`config.mk`:
```
export PLATFORM = sky130hd
export DESIGN_NAME = if_fetch_unit_flat
export DESIGN_NICKNAME = d
export VERILOG_FILES = /design/src/rtl/if_fetch_unit_pkg.sv /design/src/rtl/if_fetch_unit_if.sv /design/src/rtl/if_fetch_unit_chk.sv /design/src/rtl/if_fetch_unit_fetch_queue.sv /design/src/rtl/if_fetch_unit.sv /design/src/flat_wrapper.sv
export SDC_FILE = /design/constraint.sdc
export NUM_CORES = 1
export LEC_CHECK = 0
export BUFFER_PORTS_ARGS = -buffer_cell sky130_fd_sc_hd__buf_2
export CORE_MARGIN = 8
export CORE_UTILIZATION = 40
export DETAILED_ROUTE_END_ITERATION = 8
export GPL_TIMING_DRIVEN = 0
export PLACE_DENSITY_LB_ADDON = 0.12
export SLEW_MARGIN = 0
export SYNTH_ARGS = -nofsm -noshare
export SYNTH_HDL_FRONTEND = slang
export SYNTH_SLANG_ARGS = --single-unit
```
`constraint.sdc`:
```
create_clock -name clk -period 9.9 [get_ports clk]
set_input_delay 0.495 -clock clk [delete_from_list [all_inputs] [get_ports clk]]
set_output_delay 0.495 -clock clk [all_outputs]
set_load 0.01 [all_outputs]
```
`src/rtl/if_fetch_unit_pkg.sv`:
```
// -----------------------------------------------------------------------------
// if_fetch_unit_pkg
// Shared types and constants for the instruction-fetch stage.
//   InstAddrBus / InstBus : 32-bit address and instruction word types
//   INST_NOP              : instruction shown on inst_o when nothing is valid
//   fetch_entry_t         : one fetch-queue slot (PC tag, data, filled flag)
//   word_align()          : clears the two byte-offset bits of an address
// -----------------------------------------------------------------------------
package if_fetch_unit_pkg;

    typedef logic [31:0] InstAddrBus;
    typedef logic [31:0] InstBus;

    localparam InstBus INST_NOP = 32'h0000_0013;

    typedef struct packed {
        InstAddrBus pc;
        InstBus     inst;
        logic       filled;
    } fetch_entry_t;

    localparam fetch_entry_t EMPTY_ENTRY = '{pc: 32'h0000_0000, inst: INST_NOP, filled: 1'b0};

    function automatic InstAddrBus word_align(input InstAddrBus addr);
        return {addr[31:2], 2'b00};
    endfunction

endpackage

```
`src/rtl/if_fetch_unit_if.sv`:
```
// -----------------------------------------------------------------------------
// if_fetch_unit_if
// Instruction-memory request/grant/response bus.
//   req    : fetch request (master -> slave)
//   addr   : word-aligned fetch address, held while req=1 and gnt=0
//   gnt    : request accepted this cycle (slave -> master)
//   rvalid : read data valid, returned in request order
//   rdata  : instruction word
// -----------------------------------------------------------------------------
interface if_fetch_unit_if;
    import if_fetch_unit_pkg::*;

    logic       req;
    InstAddrBus addr;
    logic       gnt;
    logic       rvalid;
    InstBus     rdata;

    modport master (output req, output addr, input gnt, input rvalid, input rdata);
    modport slave  (input req, input addr, output gnt, output rvalid, output rdata);

endinterface

```
`src/rtl/if_fetch_unit_chk.sv`:
```
// -----------------------------------------------------------------------------
// if_fetch_unit_chk
// Protocol checks for the fetch stage's memory interface.
//   clk, rst   : clock, asynchronous active-high reset
//   i_rvalid   : memory response strobe
//   i_inflight : granted requests still awaiting a response
//   i_drop_cnt : responses still to be discarded after a redirect
// -----------------------------------------------------------------------------
module if_fetch_unit_chk #(
    parameter int DEPTH = 4,
    parameter int CW    = 3
) (
    input logic          clk,
    input logic          rst,
    input logic          i_rvalid,
    input logic [CW-1:0] i_inflight,
    input logic [CW-1:0] i_drop_cnt
);

    // A response with nothing outstanding means the memory broke ordering.
    a_no_orphan_rvalid: assert property (@(posedge clk) disable iff (rst)
        i_rvalid |-> (i_inflight != '0));

    // Outstanding requests and pending discards stay within the queue depth.
    a_inflight_bound: assert property (@(posedge clk) disable iff (rst)
        (i_inflight <= CW'(DEPTH)) && (i_drop_cnt <= i_inflight));

endmodule

```
`src/rtl/if_fetch_unit_fetch_queue.sv`:
```
// -----------------------------------------------------------------------------
// if_fetch_unit_fetch_queue
// DEPTH-entry in-order ring buffer of fetch slots. A slot is reserved (PC tag
// written) when its request is granted, filled when its data returns, and
// released when the head is popped. Three pointers walk the ring:
// reserve >= fill >= head (modulo DEPTH).
//   clk, rst      : clock, asynchronous active-high reset
//   i_flush       : drop every slot, reserved or filled
//   i_reserve     : reserve next free slot, tagged with i_reserve_pc
//   i_fill        : write i_fill_data into oldest reserved-unfilled slot
//   i_pop         : release the head slot
//   o_head        : head slot contents
//   o_count       : number of reserved slots (filled and unfilled)
// -----------------------------------------------------------------------------
module if_fetch_unit_fetch_queue
    import if_fetch_unit_pkg::*;
#(
    parameter  int DEPTH = 4,
    localparam int AW    = $clog2(DEPTH),
    localparam int CW    = AW + 1
) (
    input  logic         clk,
    input  logic         rst,
    input  logic         i_flush,
    input  logic         i_reserve,
    input  InstAddrBus   i_reserve_pc,
    input  logic         i_fill,
    input  InstBus       i_fill_data,
    input  logic         i_pop,
    output fetch_entry_t o_head,
    output logic [CW-1:0] o_count
);

    fetch_entry_t    r_entries [DEPTH];
    logic [AW-1:0]   r_res_ptr;
    logic [AW-1:0]   r_fill_ptr;
    logic [AW-1:0]   r_head_ptr;
    logic [CW-1:0]   r_count;

    // Slot storage, ring pointers and occupancy. Reserve, fill and pop never
    // touch the same slot in one cycle: the reserve slot is free, the fill slot
    // is reserved-unfilled and the pop slot is filled.
    always_ff @(posedge clk or posedge rst) begin
        if (rst) begin
            for (int i = 0; i < DEPTH; i++) begin
                r_entries[i] <= EMPTY_ENTRY;
            end
            r_res_ptr  <= '0;
            r_fill_ptr <= '0;
            r_head_ptr <= '0;
            r_count    <= '0;
        end else if (i_flush) begin
            for (int i = 0; i < DEPTH; i++) begin
                r_entries[i] <= EMPTY_ENTRY;
            end
            r_res_ptr  <= '0;
            r_fill_ptr <= '0;
            r_head_ptr <= '0;
            r_count    <= '0;
        end else begin
            if (i_reserve) begin
                r_entries[r_res_ptr].pc     <= i_reserve_pc;
                r_entries[r_res_ptr].inst   <= INST_NOP;
                r_entries[r_res_ptr].filled <= 1'b0;
                r_res_ptr                   <= r_res_ptr + AW'(1);
            end
            if (i_fill) begin
                r_entries[r_fill_ptr].inst   <= i_fill_data;
                r_entries[r_fill_ptr].filled <= 1'b1;
                r_fill_ptr                   <= r_fill_ptr + AW'(1);
            end
            if (i_pop) begin
                r_entries[r_head_ptr].filled <= 1'b0;
                r_entries[r_head_ptr].inst   <= INST_NOP;
                r_head_ptr                   <= r_head_ptr + AW'(1);
            end
            r_count <= r_count + CW'(i_reserve) - CW'(i_pop);
        end
    end

    // Head slot and occupancy straight from registers.
    always_comb begin
        o_head  = r_entries[r_head_ptr];
        o_count = r_count;
    end

endmodule

```
`src/rtl/if_fetch_unit.sv`:
```
// -----------------------------------------------------------------------------
// if_fetch_unit
// Instruction-fetch stage. Owns the fetch PC, issues word fetches with up to
// DEPTH requests in flight, buffers returned words with their PCs in an
// in-order queue and presents the queue head to decode.
//   clk, rst       : clock, asynchronous active-high reset
//   redirect_i     : flush and restart fetch at redirect_pc_i
//   redirect_pc_i  : redirect target (byte offset bits ignored)
//   hold_i         : decode stall, head is not consumed
//   imem           : instruction memory bus (master side)
//   inst_valid_o   : head slot holds a returned instruction
//   pc_o           : head slot PC, or the fetch PC when the queue is empty
//   inst_o         : head instruction, INST_NOP when not valid
// -----------------------------------------------------------------------------
module if_fetch_unit
    import if_fetch_unit_pkg::*;
#(
    parameter InstAddrBus RESET_PC = 32'h0000_0000,
    parameter int         DEPTH    = 4
) (
    input  logic                  clk,
    input  logic                  rst,
    input  logic                  redirect_i,
    input  InstAddrBus            redirect_pc_i,
    input  logic                  hold_i,
    if_fetch_unit_if.master       imem,
    output logic                  inst_valid_o,
    output InstAddrBus            pc_o,
    output InstBus                inst_o
);

    localparam int AW = $clog2(DEPTH);
    localparam int CW = AW + 1;

    InstAddrBus      r_fetch_pc;
    logic [CW-1:0]   r_inflight;
    logic [CW-1:0]   r_drop_cnt;

    logic [CW-1:0]   w_inflight_next;
    logic [CW-1:0]   w_count;
    fetch_entry_t    w_head;
    logic            w_req;
    logic            w_grant;
    logic            w_drop;
    logic            w_fill;
    logic            w_pop;

    // Request/response decode. Requests are also capped by the in-flight
    // count so that discarded responses from before a redirect plus new
    // requests never exceed DEPTH outstanding.
    always_comb begin
        w_req   = !rst && !redirect_i
                  && (w_count < CW'(DEPTH))
                  && (r_inflight < CW'(DEPTH));
        w_grant = w_req && imem.gnt;
        w_drop  = imem.rvalid && (r_drop_cnt != '0);
        // A live response arriving during a redirect is stale: the flush wins.
        w_fill  = imem.rvalid && !w_drop && !redirect_i;
        w_pop   = w_head.filled && !hold_i && !redirect_i;
        w_inflight_next = r_inflight + CW'(w_grant) - CW'(imem.rvalid);
    end

    // Fetch PC: redirect target, else advance one word per grant (wraps at 2^32).
    always_ff @(posedge clk or posedge rst) begin
        if (rst) begin
            r_fetch_pc <= word_align(RESET_PC);
        end else if (redirect_i) begin
            r_fetch_pc <= word_align(redirect_pc_i);
        end else if (w_grant) begin
            r_fetch_pc <= r_fetch_pc + 32'd4;
        end else begin
            r_fetch_pc <= r_fetch_pc;
        end
    end

    // Outstanding request count, net of same-cycle grant and response.
    always_ff @(posedge clk or posedge rst) begin
        if (rst) begin
            r_inflight <= '0;
        end else begin
            r_inflight <= w_inflight_next;
        end
    end

    // Responses to discard. On a redirect every response still outstanding
    // after this cycle belongs to the flushed path, so the discard count
    // becomes the next in-flight count (this already nets out a discard or
    // a live response consumed in the redirect cycle).
    always_ff @(posedge clk or posedge rst) begin
        if (rst) begin
            r_drop_cnt <= '0;
        end else if (redirect_i) begin
            r_drop_cnt <= w_inflight_next;
        end else if (w_drop) begin
            r_drop_cnt <= r_drop_cnt - CW'(1);
        end else begin
            r_drop_cnt <= r_drop_cnt;
        end
    end

    if_fetch_unit_fetch_queue #(
        .DEPTH (DEPTH)
    ) u_queue (
        .clk          (clk),
        .rst          (rst),
        .i_flush      (redirect_i),
        .i_reserve    (w_grant),
        .i_reserve_pc (word_align(r_fetch_pc)),
        .i_fill       (w_fill),
        .i_fill_data  (imem.rdata),
        .i_pop        (w_pop),
        .o_head       (w_head),
        .o_count      (w_count)
    );

    if_fetch_unit_chk #(
        .DEPTH (DEPTH),
        .CW    (CW)
    ) u_chk (
        .clk        (clk),
        .rst        (rst),
        .i_rvalid   (imem.rvalid),
        .i_inflight (r_inflight),
        .i_drop_cnt (r_drop_cnt)
    );

    // Bus and decode-facing outputs; all but req come straight from registers.
    always_comb begin
        imem.req     = w_req;
        imem.addr    = word_align(r_fetch_pc);
        inst_valid_o = w_head.filled;
        inst_o       = w_head.filled ? w_head.inst : INST_NOP;
        pc_o         = (w_count != '0) ? w_head.pc : r_fetch_pc;
    end

endmodule

```
`src/flat_wrapper.sv`:
```
// flat-port wrapper written by rule: the top's interface ports become plain ports
module if_fetch_unit_flat import if_fetch_unit_pkg::*;
#(
    parameter InstAddrBus RESET_PC = 32'h0000_0000,
    parameter int         DEPTH    = 4
)
  (clk, rst, redirect_i, redirect_pc_i, hold_i, inst_valid_o, pc_o, inst_o, imem_req, imem_addr, imem_gnt, imem_rvalid, imem_rdata);
  if_fetch_unit_if imem_i ();
  input  logic clk;
  input  logic rst;
  input  logic redirect_i;
  input  InstAddrBus redirect_pc_i;
  input  logic hold_i;
  output logic inst_valid_o;
  output InstAddrBus pc_o;
  output InstBus inst_o;
  output wire logic [$bits(imem_i.req)-1:0] imem_req;
  output wire logic [$bits(imem_i.addr)-1:0] imem_addr;
  input wire logic [$bits(imem_i.gnt)-1:0] imem_gnt;
  input wire logic [$bits(imem_i.rvalid)-1:0] imem_rvalid;
  input wire logic [$bits(imem_i.rdata)-1:0] imem_rdata;
  assign imem_req = imem_i.req;
  assign imem_addr = imem_i.addr;
  assign imem_i.gnt = imem_gnt;
  assign imem_i.rvalid = imem_rvalid;
  assign imem_i.rdata = imem_rdata;
  if_fetch_unit #(.RESET_PC(RESET_PC), .DEPTH(DEPTH)) u_core (.clk(clk), .rst(rst), .redirect_i(redirect_i), .redirect_pc_i(redirect_pc_i), .hold_i(hold_i), .imem(imem_i), .inst_valid_o(inst_valid_o), .pc_o(pc_o), .inst_o(inst_o));
endmodule
```
* After elaboration in Yosys (flattened, before gate mapping) *
Cells that the tools add are included.

word-level totals
  output and inout port bits = 98
  bits of input ports = 70
  word-level logic and storage cells = 104
  flip-flop bits (word level) = 307

operators by class
  reductions and logical operators = 22
  multiplexer cells = 43
  magnitude comparators = 8
  add/sub/neg operators = 9
  bitwise logic cells = 3

operators with widths
  cell                     number
  $bwmux W260              7
  $mux W260                6
  $demux W65 S2            7
  $mux W65                 3
  $bmux W65 S2             1
  $mux W32                 4
  $mux W33                 3
  $add A32 B3 Y32 const B  1
  $logic_and A1 B1 Y1      12
  $mux W2                  6
  $ge A3 B3 Y1 const B     3
  $lt A3 B1 Y1 const B     3
  $mux W3                  3
  $not A2 Y3               3
  $reduce_bool A2 Y1       4
  $add A2 B1 Y2 const B    3
  $add A3 B1 Y3            2
  $lt A3 B3 Y1 const B     2
  $reduce_bool A3 Y1       2
  $sub A3 B1 Y3            2
  $logic_not A1 Y1         4
  $mux W1                  3
  $sub A3 B1 Y3 const B    1

* Longest topological paths before layout *
Gate-level depths: netlist of run 1.

  depth in word-level cells = 18
  depth in mapped cells = 11
  gate-level depth less buffers = 9

* By module *
Synthesis of run 1 repeated with hierarchy kept, for this count alone.

second synthesis, totals
  cell total of the unflattened synthesis = 1668
  area, all modules = 18029.8 um^2

modules (own cells, without submodules)
  module                     cells an instance  area each (um^2)  times used  seq. area each (um^2)
  if_fetch_unit_fetch_queue  1337               15199.6           1           6746.5
  if_fetch_unit              331                2830.2            1           900.9

* Worst setup path before layout of run 1 *
Ideal clock, no wire load.

  path kind = register to register
  from = register u_core.u_queue.r_head_ptr[0]
  to = register u_core.u_queue.r_entries[66] in the netlist's numbering
  path slack = 7.349 ns
  data arrival time = 2.471 ns
  cell stages (with the launch flop) = 10
  required time = 9.820 ns
  path through = dfrtp_1 buf_2 buf_1 clkbuf_1 inv_1 ha_1 a21o_1 buf_6 or3_4 o22a_1

on the way
  longest elaborated chain between the ends = 8
  elaborated cells on any way between the ends = 16
  those cells by class = order compare (2); mux (10); bitwise (1); reduce/logical (3)

ends and longest elaborated chain
  element                                                                line                                                                                               text
  from (decl)                                                            if_fetch_unit_fetch_queue.sv:37                                                                    logic [AW-1:0] r_head_ptr;
  from (signal assigned)                                                 if_fetch_unit_fetch_queue.sv:75                                                                    r_head_ptr <= r_head_ptr + AW'(1);
  $not A2 Y3 (implied by the code) *                                     if_fetch_unit_fetch_queue.sv:73, if_fetch_unit_fetch_queue.sv:74, if_fetch_unit_fetch_queue.sv:83
  $ge A3 B3 Y1 (implied by the code) (tied with other cells)             if_fetch_unit_fetch_queue.sv:74                                                                    r_entries[r_head_ptr].inst <= INST_NOP;
  $logic_and A1 B1 Y1 (implied by the code) or $mux W65 (tied branches)  if_fetch_unit_fetch_queue.sv:74, if_fetch_unit_fetch_queue.sv:83
  $mux W33 (implied by the code) or $mux W65 (tied branches)             if_fetch_unit_fetch_queue.sv:74, if_fetch_unit_fetch_queue.sv:83
  $demux W65 S2 or $logic_and A1 B1 Y1 (tied branches)                   if_fetch_unit_fetch_queue.sv:74, if_fetch_unit.sv:59
  $bwmux W260 or $logic_and A1 B1 Y1 (tied branches)                     if_fetch_unit_fetch_queue.sv:74, if_fetch_unit.sv:59
  $mux W260 *                                                            if_fetch_unit_fetch_queue.sv:72                                                                    if (i_pop) begin
  $mux W260 *                                                            if_fetch_unit_fetch_queue.sv:52                                                                    end else if (i_flush) begin
  to (decl)                                                              if_fetch_unit_fetch_queue.sv:34                                                                    fetch_entry_t r_entries [DEPTH];

Every way passes the cells marked *; elsewhere a longest branch is shown, timed or not. The select of a mux whose other input is x is not followed.
A chain may end at the register's enable or synchronous reset.

* Worst setup path after layout of run 1 *
  from = register u_core.u_queue.r_head_ptr[1]
  to = output port inst_o[8]

on the way
  longest elaborated chain between the ends = 5

ends and longest elaborated chain
  element                                       line                             text
  $not A2 Y3 (implied by the code)              if_fetch_unit_fetch_queue.sv:83  o_head = r_entries[r_head_ptr];
  $bmux W65 S2                                  if_fetch_unit_fetch_queue.sv:83
  $mux W65 (implied by the code) (2 in series)  if_fetch_unit_fetch_queue.sv:83
  $mux W32                                      if_fetch_unit.sv:132             inst_o = w_head.filled ? w_head.inst : INST_NOP;
  to (decl)                                     flat_wrapper.sv:16               output InstBus inst_o;

Every way passes these cells. The select of a mux whose other input is x is not followed.

==> impl_summary.txt, run 1 <==
----------------------------------------------------
[Floorplan]
  Number of top-level pins ... 168
  Number of rows in the core area ... 70
  Area of the die ... 42800 sq um
  Initial Util ... 40.2%
  Die Wd ... 207 microns
  Core region area ... 36300 sq um
  Die height ... 207 microns

[Logic synthesis]
  Cell area after synthesis ... 14600 sq um
  Async set or reset register ratio after synthesis ... 100%
  Sequential element share of the synthesized area ... 51.1%
  Top cell types by occurrence after synthesis ... 301 x sky130_fd_sc_hd__nand2_1, 285 x sky130_fd_sc_hd__dfrtp_1, 135 x sky130_fd_sc_hd__a21oi_1, 96 x sky130_fd_sc_hd__clkbuf_1, 80 x sky130_fd_sc_hd__a22o_1
  Average size of a mapped cell ... 10.5 sq um
  Multiplexer fraction of the synthesized cell area ... 12.4%
  Post-synthesis share of cell area spent on full adders, half adders and majority gates ... 1.91%
  Synth Area in XOR/XNOR ... 1.44%
  Ys Warns ... 0
  Register bit count reported by yosys ... 297
  Most numerous cell in the Yosys netlist ... sky130_fd_sc_hd__nand2_1
  Compound-gate portion of the synthesized area ... 13.8%
  Primary flip-flop cell chosen by synthesis mapping ... sky130_fd_sc_hd__dfrtp_1
  Most area-hungry cell type in the Yosys netlist ... sky130_fd_sc_hd__dfrtp_1
  Dominant combinational cell family by area after synthesis ... simple AND/OR/NAND/NOR gates
  Basic-gate share of the synthesized area counting and, or, nand and nor cells ... 14.4%
  Portion of synthesized cell area occupied by the leading cell type ... 49.0%
  Number of instances in the synthesized netlist ... 1383
  Post-synthesis cell type count ... 54
  Number of flops mapped to enable cells by yosys ... 0
  Cells taking the most area after synthesis ... sky130_fd_sc_hd__dfrtp_1 49%, sky130_fd_sc_hd__mux4_2 9.7%, sky130_fd_sc_hd__nand2_1 7.8%, sky130_fd_sc_hd__a22o_1 4.8%, sky130_fd_sc_hd__a21oi_1 4.6%

[Timing]
  Worst hold slack ... 0.136 ns
  Hold Fails Final Rpt ... 0
  Actual slew at the worst max-slew pin ... 1.09 ns
  Number of slew-limit violations in the final report ... 0
  Setup slack after layout ... 5.82 ns
  Peak Freq ... 0.245 GHz
  Worst clock skew ... 0.0175 ns
  Post-route clock period utilization ... 41.2%
  Total of endpoints with negative setup slack in the final report ... 0
  Tmin final ... 4.08 ns
  Max_slew headroom ... 27.4%
  Setup repair after global routing missed its margin ... false

[Placed design]
  HPWL reported at the end of detailed placement ... 33800 microns
  Placer's final routability congestion estimate ... 0.826
  Count of input and output buffers ... 160
  Placement Setup Slack ... 5.94 ns
  Placement Cell Area ... 16000 sq um

[GRT]
  Pin count of the biggest net entering global routing ... 114
  Number of antenna violations at the first check in global routing ... 1
  Overflow after GRT ... 0
  Global-route wire length before repair ... 74600 microns
  Number of global-route vias before repair ... 11900
  Global-route total usage across every layer ... 23.2%

[Clocking]
  Clk sinks ... 297
  # resized after CTS ... 0
  Post-CTS Setup Inserts ... 0
  Number of buffers inserted during clock tree synthesis ... 36
  Maximum buffer depth of the clock tree ... 3
  Clock-pin slew on the worst setup and hold paths ... 0.06 ns
  Hold Buf Count CTS ... 0
  # H-tree levels ... 2
  Clock network latency to the later pin of the worst-skew pair ... 0.52 ns
  Root buffer cell ... sky130_fd_sc_hd__clkbuf_16
  CTS tree ... built

[Cells and area]
  Finished Cell Area ... 17200 sq um
  Layout cell share with drive strength beyond 1 ... 22.6%
  Antenna diode count ... 0
  Syn-to-layout area delta ... 18.3%
  Core utilization of the finished layout ... 47.5%
  NumNets Final ... 1677

[Power and ir drop]
  Pwr dens ... 194 nW/um^2
  Worst ir drop on vdd ... 0.116 mV
  P_leak ... 7.60 nW

[Route]
  DRT Pass-1 Iters ... 5
  DRC Markers ... 0
  Wire length per cell after detailed routing ... 23.9 microns
  Iteration-0 DRC count of the detailed router ... 997
  Vias/cell ... 5.67
  Residual antenna-violating net count after detailed routing ... 0
  Total length of routed wires ... 49600 microns
  Vias ... 11800

[Worst setup path]
  First element of the critical path ... u_core.u_queue.r_head_ptr[1]
  Worst setup path endpoint ... inst_o[8]
  Type of element capturing the critical path ... output port
  Reg2Reg Launch Point ... u_core.u_queue.r_head_ptr[0]
  Data required time of the worst path ... 9.41 ns
  Reg-to-reg setup timing slack ... 5.90 ns
  Worst Path Arrival ... 3.58 ns
  Crit Path Max Fanout ... 10
  Worst R2R End ... u_core.u_queue.r_entries[86]
  Worst Setup Start Kind ... flip-flop
  Crit Path Category ... flip-flop to output port
  Worst R2R Path Depth ... 8

[Outcome]
  Status ... completed

[Worst hold path]
  Worst hold-check path type ... input pin to asynchronous set/reset pin

[Flow run]
  Maximum capacitance violations ... 0

----------------------------------------------------
layout make-up:
| class | count | area [sq um] |
|---|---|---|
| fillers | 3452 | 19000 |
| plain buffers | 136 | 596 |
| flip-flops and latches | 297 | 7450 |
| clock inverters | 11 | 163 |
| repair buffers | 162 | 856 |
| multi-input cells | 924 | 6420 |
| inverters | 29 | 116 |
| clock buffers | 51 | 1040 |
| well taps | 468 | 586 |
worst max-delay path, stage by stage (launching register included):
cell and delay [ns]:
sky130_fd_sc_hd__dfrtp_1 0.36, sky130_fd_sc_hd__buf_2 0.35, sky130_fd_sc_hd__buf_1 0.82, sky130_fd_sc_hd__buf_1 0.78, sky130_fd_sc_hd__mux4_2 0.43, sky130_fd_sc_hd__and2_1 0.17, sky130_fd_sc_hd__buf_2 0.13
report_power, final:
group / leakage, nW / internal [mW] / switching [mW]
clock: 0.594 / 0.834 / 0.534
sequential: 4.02 / 1.28 / 0.0416
combinational: 2.98 / 0.248 / 0.408
total: 7.60 / 2.36 / 0.984
metal layers:
metal / routed length [microns] / global-route usage [%] / part of all wire [%]
met5: 14 / 0 / 0.028
met4: 1830 / 8.62 / 3.7
met3: 2780 / 3.37 / 5.6
met2: 23900 / 38.8 / 48
met1: 21100 / 30.5 / 42
flip-flops by register name, indices dropped and copies added, names as in the netlist:
name / flops
u_core.r_drop_cnt: 3
u_core.r_fetch_pc: 30
u_core.r_inflight: 3
u_core.u_queue.o_count: 3
u_core.u_queue.r_entries: 252
u_core.u_queue.r_fill_ptr: 2
u_core.u_queue.r_head_ptr: 2
u_core.u_queue.r_res_ptr: 2
stage by stage:
step           std cells  TNS (ns)  total power [mW]
6_report            2078         0              3.34
5_1_grt             2078         0              3.47
3_3_place_gp        2014   -800.75              2.00
3_5_place_dp        2016         0              2.00
2_1_floorplan       1386         0              1.74
4_1_cts             2078         0              3.37
cell usage in the layout (no fill, tap or decap), drive strengths merged, types with 5 or more instances in the layout:
cell    count
and3       16
o21ai      22
a21oi     135
ha         19
dfstp      12
inv        31
o22a        9
mux2       31
and2       36
a22oi      31
xnor2      15
xor2        9
nor3       10
buf       202
a221oi      5
nand3      20
nor4        7
a22o       80
dfrtp     285
mux4       63
clkinv      5
nand4      11
nand2     301
clkbuf    147
nor2       58
how the worst min path moves through the flow:
stage	start	to	slack (ns)	cells after the start
5_1_grt	redirect_pc_i[30]	u_core.r_fetch_pc[30]	0.19	2
6_report	rst	u_core.r_fetch_pc[10]	0.14	2
3_3_place_gp	u_core.u_queue.r_entries[0]	u_core.u_queue.r_entries[0]	0.47	2
4_1_cts	redirect_pc_i[30]	u_core.r_fetch_pc[30]	0.17	2
2_1_floorplan	u_core.u_queue.r_entries[0]	u_core.u_queue.r_entries[0]	0.44	2
3_5_place_dp	u_core.u_queue.r_entries[0]	u_core.u_queue.r_entries[0]	0.47	2
kinds of logic after synthesis:
kind of cell / after synthesis
fa+ha+maj: 21
mux: 98
compound gates: 303
xor+xnor: 24
flops: 297
buf+inv: 165
simple gates: 474
other cells: 1
Note: power is estimated with default switching activity, not from simulation.
==> inputs of run 2 (changes only) <==
==> constraint.sdc (replaced) <==
create_clock -name clk -period 3.5 [get_ports clk]
set_input_delay 0.175 -clock clk [delete_from_list [all_inputs] [get_ports clk]]
set_output_delay 0.175 -clock clk [all_outputs]
set_load 0.01 [all_outputs]
==> impl_summary.txt, run 2 (same netlist as run 1, synthesis figures left out) <==
----------------------------------------------------
[Placed design]
  Placement Setup Slack ... -0.562 ns (-6.50 ns)
  Placer's final routability congestion estimate ... 0.840 (+1.7%)
  Count of input and output buffers ... 160 (unchanged)
  # placed instances ... 2022 (+0.30%)
  Placement Cell Area ... 16100 sq um (+0.63%)
  HPWL reported at the end of detailed placement ... 34400 microns (+1.9%)

[Worst setup path]
  Most common cell type on the critical path ... sky130_fd_sc_hd__buf_2
  Cells along the critical path ... buf_2 -> clkdlybuf4s18_2 -> buf_2 -> inv_1 -> ha_1 -> nand2_1 -> and3_1 -> buf_2 -> buf_2 -> a22o_1
  Worst R2R Path Depth ... 10 (+2)
  Reg-to-reg setup timing slack ... 0.19 ns (-5.71 ns)
  Worst Path Arrival ... 3.77 ns (+0.19 ns)
  Worst Setup Start Kind ... flip-flop
  Cell with the largest stage delay on the worst path ... sky130_fd_sc_hd__clkdlybuf4s18_2
  Data required time of the worst path ... 3.96 ns (-5.45 ns)
  Cell family with the largest share of critical-path delay ... buffers and inverters
  Number of buffers and inverters on the critical path ... 6 (+2)
  Reg2Reg Launch Point ... u_core.u_queue.r_head_ptr[1]
  Worst path max stage delay ... 0.56 ns (-0.26 ns)
  Crit Path Max Fanout ... 10 (unchanged)
  Worst R2R End ... u_core.u_queue.r_entries[219]
  Crit Path Category ... flip-flop to flip-flop
  Type of element capturing the critical path ... flip-flop

[Power and ir drop]
  Part of the total power dissipated in sequential elements ... 39.6% (+0.2 points)
  Total Power Consumption ... 9.42 mW (+180%)
  Net switching power figure ... 2.79 mW (+180%)
  Portion of total power attributed to combinational logic ... 20.5% (+0.9 points)
  P_leak ... 7.90 nW (+4.0%)
  Internal cell power ... 6.63 mW (+180%)
  Worst ir drop on vdd ... 0.283 mV (+140%)
  Pwr dens ... 525 nW/um^2 (+170%)
  Switching fraction of total power ... 29.6% (+0.15 points)
  Share of total power in the clock network ... 39.9% (-1.0 points)

[Clocking]
  Number of buffers inserted during clock tree synthesis ... 36 (unchanged)
  Clk sinks ... 297 (unchanged)
  Clock-pin slew on the worst setup and hold paths ... 0.06 ns (about the same)
  Maximum buffer depth of the clock tree ... 3 (unchanged)
  # H-tree levels ... 2 (unchanged)
  Root buffer cell ... sky130_fd_sc_hd__clkbuf_16
  CTS tree ... built
  Clock network latency to the later pin of the worst-skew pair ... 0.53 ns (about the same)

[Worst hold path]
  Number of cells traversed by the worst hold path ... 3
  Worst hold-check path type ... input pin to flip-flop
  HP Start ... redirect_pc_i[16]
  Capture endpoint of the worst hold path ... u_core.r_fetch_pc[16]

[Route]
  Wire length on met2 ... 24400 microns (+2.1%)
  Total length of routed wires ... 50400 microns (+1.6%)
  Iteration-0 DRC count of the detailed router ... 853 (-14%)
  Highest signal layer in the routed design ... met4
  Vias ... 12000 (+2.2%)
  Sum of routed wire segments on met1 ... 21100 microns (+0.21%)
  Residual antenna-violating net count after detailed routing ... 0 (unchanged)
  DRT Pass-1 Iters ... 5 (unchanged)
  Detailed route wirelength on metal3 ... 3420 microns (+23%)
  Wire length per cell after detailed routing ... 23.5 microns (-1.7%)
  DRC Markers ... 0 (unchanged)
  Vias/cell ... 5.61 (-1.0%)

[GRT]
  Global-route wire length before repair ... 76700 microns (+2.9%)
  Pin count of the biggest net entering global routing ... 42 (-63%)
  Overflow after GRT ... 0 (unchanged)
  Number of global-route vias before repair ... 12200 (+2.2%)
  Number of antenna violations at the first check in global routing ... 0 (-1)
  Global-route total usage across every layer ... 23.8% (+0.57 points)

[Timing]
  Setup_tns ... 0 ns (unchanged)
  Worst hold slack ... 0.0546 ns (-0.0816 ns)
  Peak Freq ... 0.302 GHz
  Post-route clock period utilization ... 94.7%
  Tmin final ... 3.31 ns
  Worst clock skew ... 0.0124 ns (-0.00516 ns)
  Actual slew at the worst max-slew pin ... 1.07 ns (-0.0178 ns)
  Total of endpoints with negative setup slack in the final report ... 0 (unchanged)
  Setup repair after global routing missed its margin ... false
  Setup slack after layout ... 0.187 ns (-5.64 ns)
  Hold Fails Final Rpt ... 0 (unchanged)
  Number of slew-limit violations in the final report ... 0 (unchanged)
  Max_slew headroom ... 28.6% (+1.2 points)

[Floorplan]
  Die height ... 207 microns (unchanged)
  Core region area ... 36300 sq um (unchanged)
  Area of the die ... 42800 sq um (unchanged)
  Die Wd ... 207 microns (unchanged)
  Number of top-level pins ... 168 (unchanged)
  Number of rows in the core area ... 70 (unchanged)
  Initial Util ... 40.2% (unchanged)

[Outcome]
  Status ... completed

[Cells and area]
  Sequential cell area ... 7450 sq um (unchanged)
  Biggest regs ... u_core.u_queue.r_entries: 252 flops, u_core.r_fetch_pc: 30 flops
  Layout cell share with drive strength beyond 1 ... 22.3% (-0.32 points)
  Largest register by flop count ... u_core.u_queue.r_entries
  Commonest non-fill, non-tap cell in the layout ... sky130_fd_sc_hd__nand2_1
  Syn-to-layout area delta ... 23.1%
  Leading cell types in the layout, fill and taps excluded ... 301 x sky130_fd_sc_hd__nand2_1, 285 x sky130_fd_sc_hd__dfrtp_1, 182 x sky130_fd_sc_hd__buf_2
  Antenna diode count ... 0 (unchanged)
  Finished Cell Area ... 17900 sq um (+4.1%)
  Core utilization of the finished layout ... 49.4% (+1.9 points)
  Fill count ... 3387 (-1.9%)
  Final Instance Count excl. Fillers ... 2146 (+3.3%)
  Number of flip-flops in the largest register ... 252 (unchanged)
  NumNets Final ... 1744 (+4.0%)
  Multi-input logic area ... 6420 sq um (unchanged)

[Flow run]
  Maximum capacitance violations ... 0 (unchanged)

----------------------------------------------------
==> run 2: cell types whose count changed in the layout (fill, tap and decap cells not counted), moves of 2 or more <==
cell / delta
sky130_fd_sc_hd__buf_12: +8
sky130_fd_sc_hd__clkbuf_8: +2
sky130_fd_sc_hd__clkinv_2: -2
sky130_fd_sc_hd__buf_16: -2
sky130_fd_sc_hd__buf_1: -5
sky130_fd_sc_hd__inv_6: -2
sky130_fd_sc_hd__bufinv_16: -2
sky130_fd_sc_hd__dlygate4sd3_1: +61
sky130_fd_sc_hd__clkinvlp_4: +2
sky130_fd_sc_hd__buf_2: +2
sky130_fd_sc_hd__clkbuf_2: +3
==> run 2: power groups by stage <==
stage / Sequential (mW) / Combinational (mW) / Clock [mW]
after global routing: 3.75 / 2.10 / 3.95
after detailed placement: 3.79 / 1.89 / 0
final: 3.73 / 1.93 / 3.76
after floorplan: 3.78 / 1.13 / 0
after global placement: 3.79 / 1.86 / 0
after CTS: 3.73 / 1.96 / 3.81
==> run 2: worst max path at each step <==
stage,start,to,slack [ns],depth (start not counted)
2_1_floorplan,rst,u_core.r_drop_cnt[0],-0.61,1
3_5_place_dp,u_core.u_queue.r_head_ptr[0],u_core.u_queue.r_entries[96],-0.56,8
6_report,u_core.u_queue.r_head_ptr[1],u_core.u_queue.r_entries[219],0.19,10
4_1_cts,u_core.u_queue.r_head_ptr[0],inst_o[19],0.05,5
3_3_place_gp,rst,u_core.u_queue.r_entries[31],-2.78,2
5_1_grt,u_core.u_queue.r_head_ptr[1],u_core.u_queue.r_entries[227],0.003,10
==> run 2: worst register-to-register path, stage by stage (launching register included) <==
cell and delay [ns]:
sky130_fd_sc_hd__dfrtp_1 0.37, sky130_fd_sc_hd__buf_2 0.36, sky130_fd_sc_hd__clkdlybuf4s18_2 0.56, sky130_fd_sc_hd__buf_2 0.42, sky130_fd_sc_hd__inv_1 0.15, sky130_fd_sc_hd__ha_1 0.24
sky130_fd_sc_hd__nand2_1 0.08, sky130_fd_sc_hd__and3_1 0.18, sky130_fd_sc_hd__buf_2 0.32, sky130_fd_sc_hd__buf_2 0.36, sky130_fd_sc_hd__a22o_1 0.20
==> run 2: routing by layer <==
layer | track usage, % | vias to the layer above
li1 | - | 5388
met1 | 31.8 | 6107
met2 | 39.4 | 470
met3 | 4.01 | 80
met4 | 7.50 | 0
met5 | 0 | -
==> run 2: layout make-up <==
class | instances | area share (%)
buffer | 136 | 3.47
clock inverter | 6 | 0.461
multi-input combinational | 924 | 35.8
timing repair buffer | 229 | 8.77
tap | 468 | 3.27
inverter | 29 | 0.628
clock buffer | 57 | 6.03
sequential | 297 | 41.5
==> run 2: timing repair <==
action	CTS	global route
hold buffers	61	0
gates resized for setup	10	4
pin swaps	0	0
setup endpoints to repair	101	13
setup buffers	0	0
hold endpoints to repair	187	0
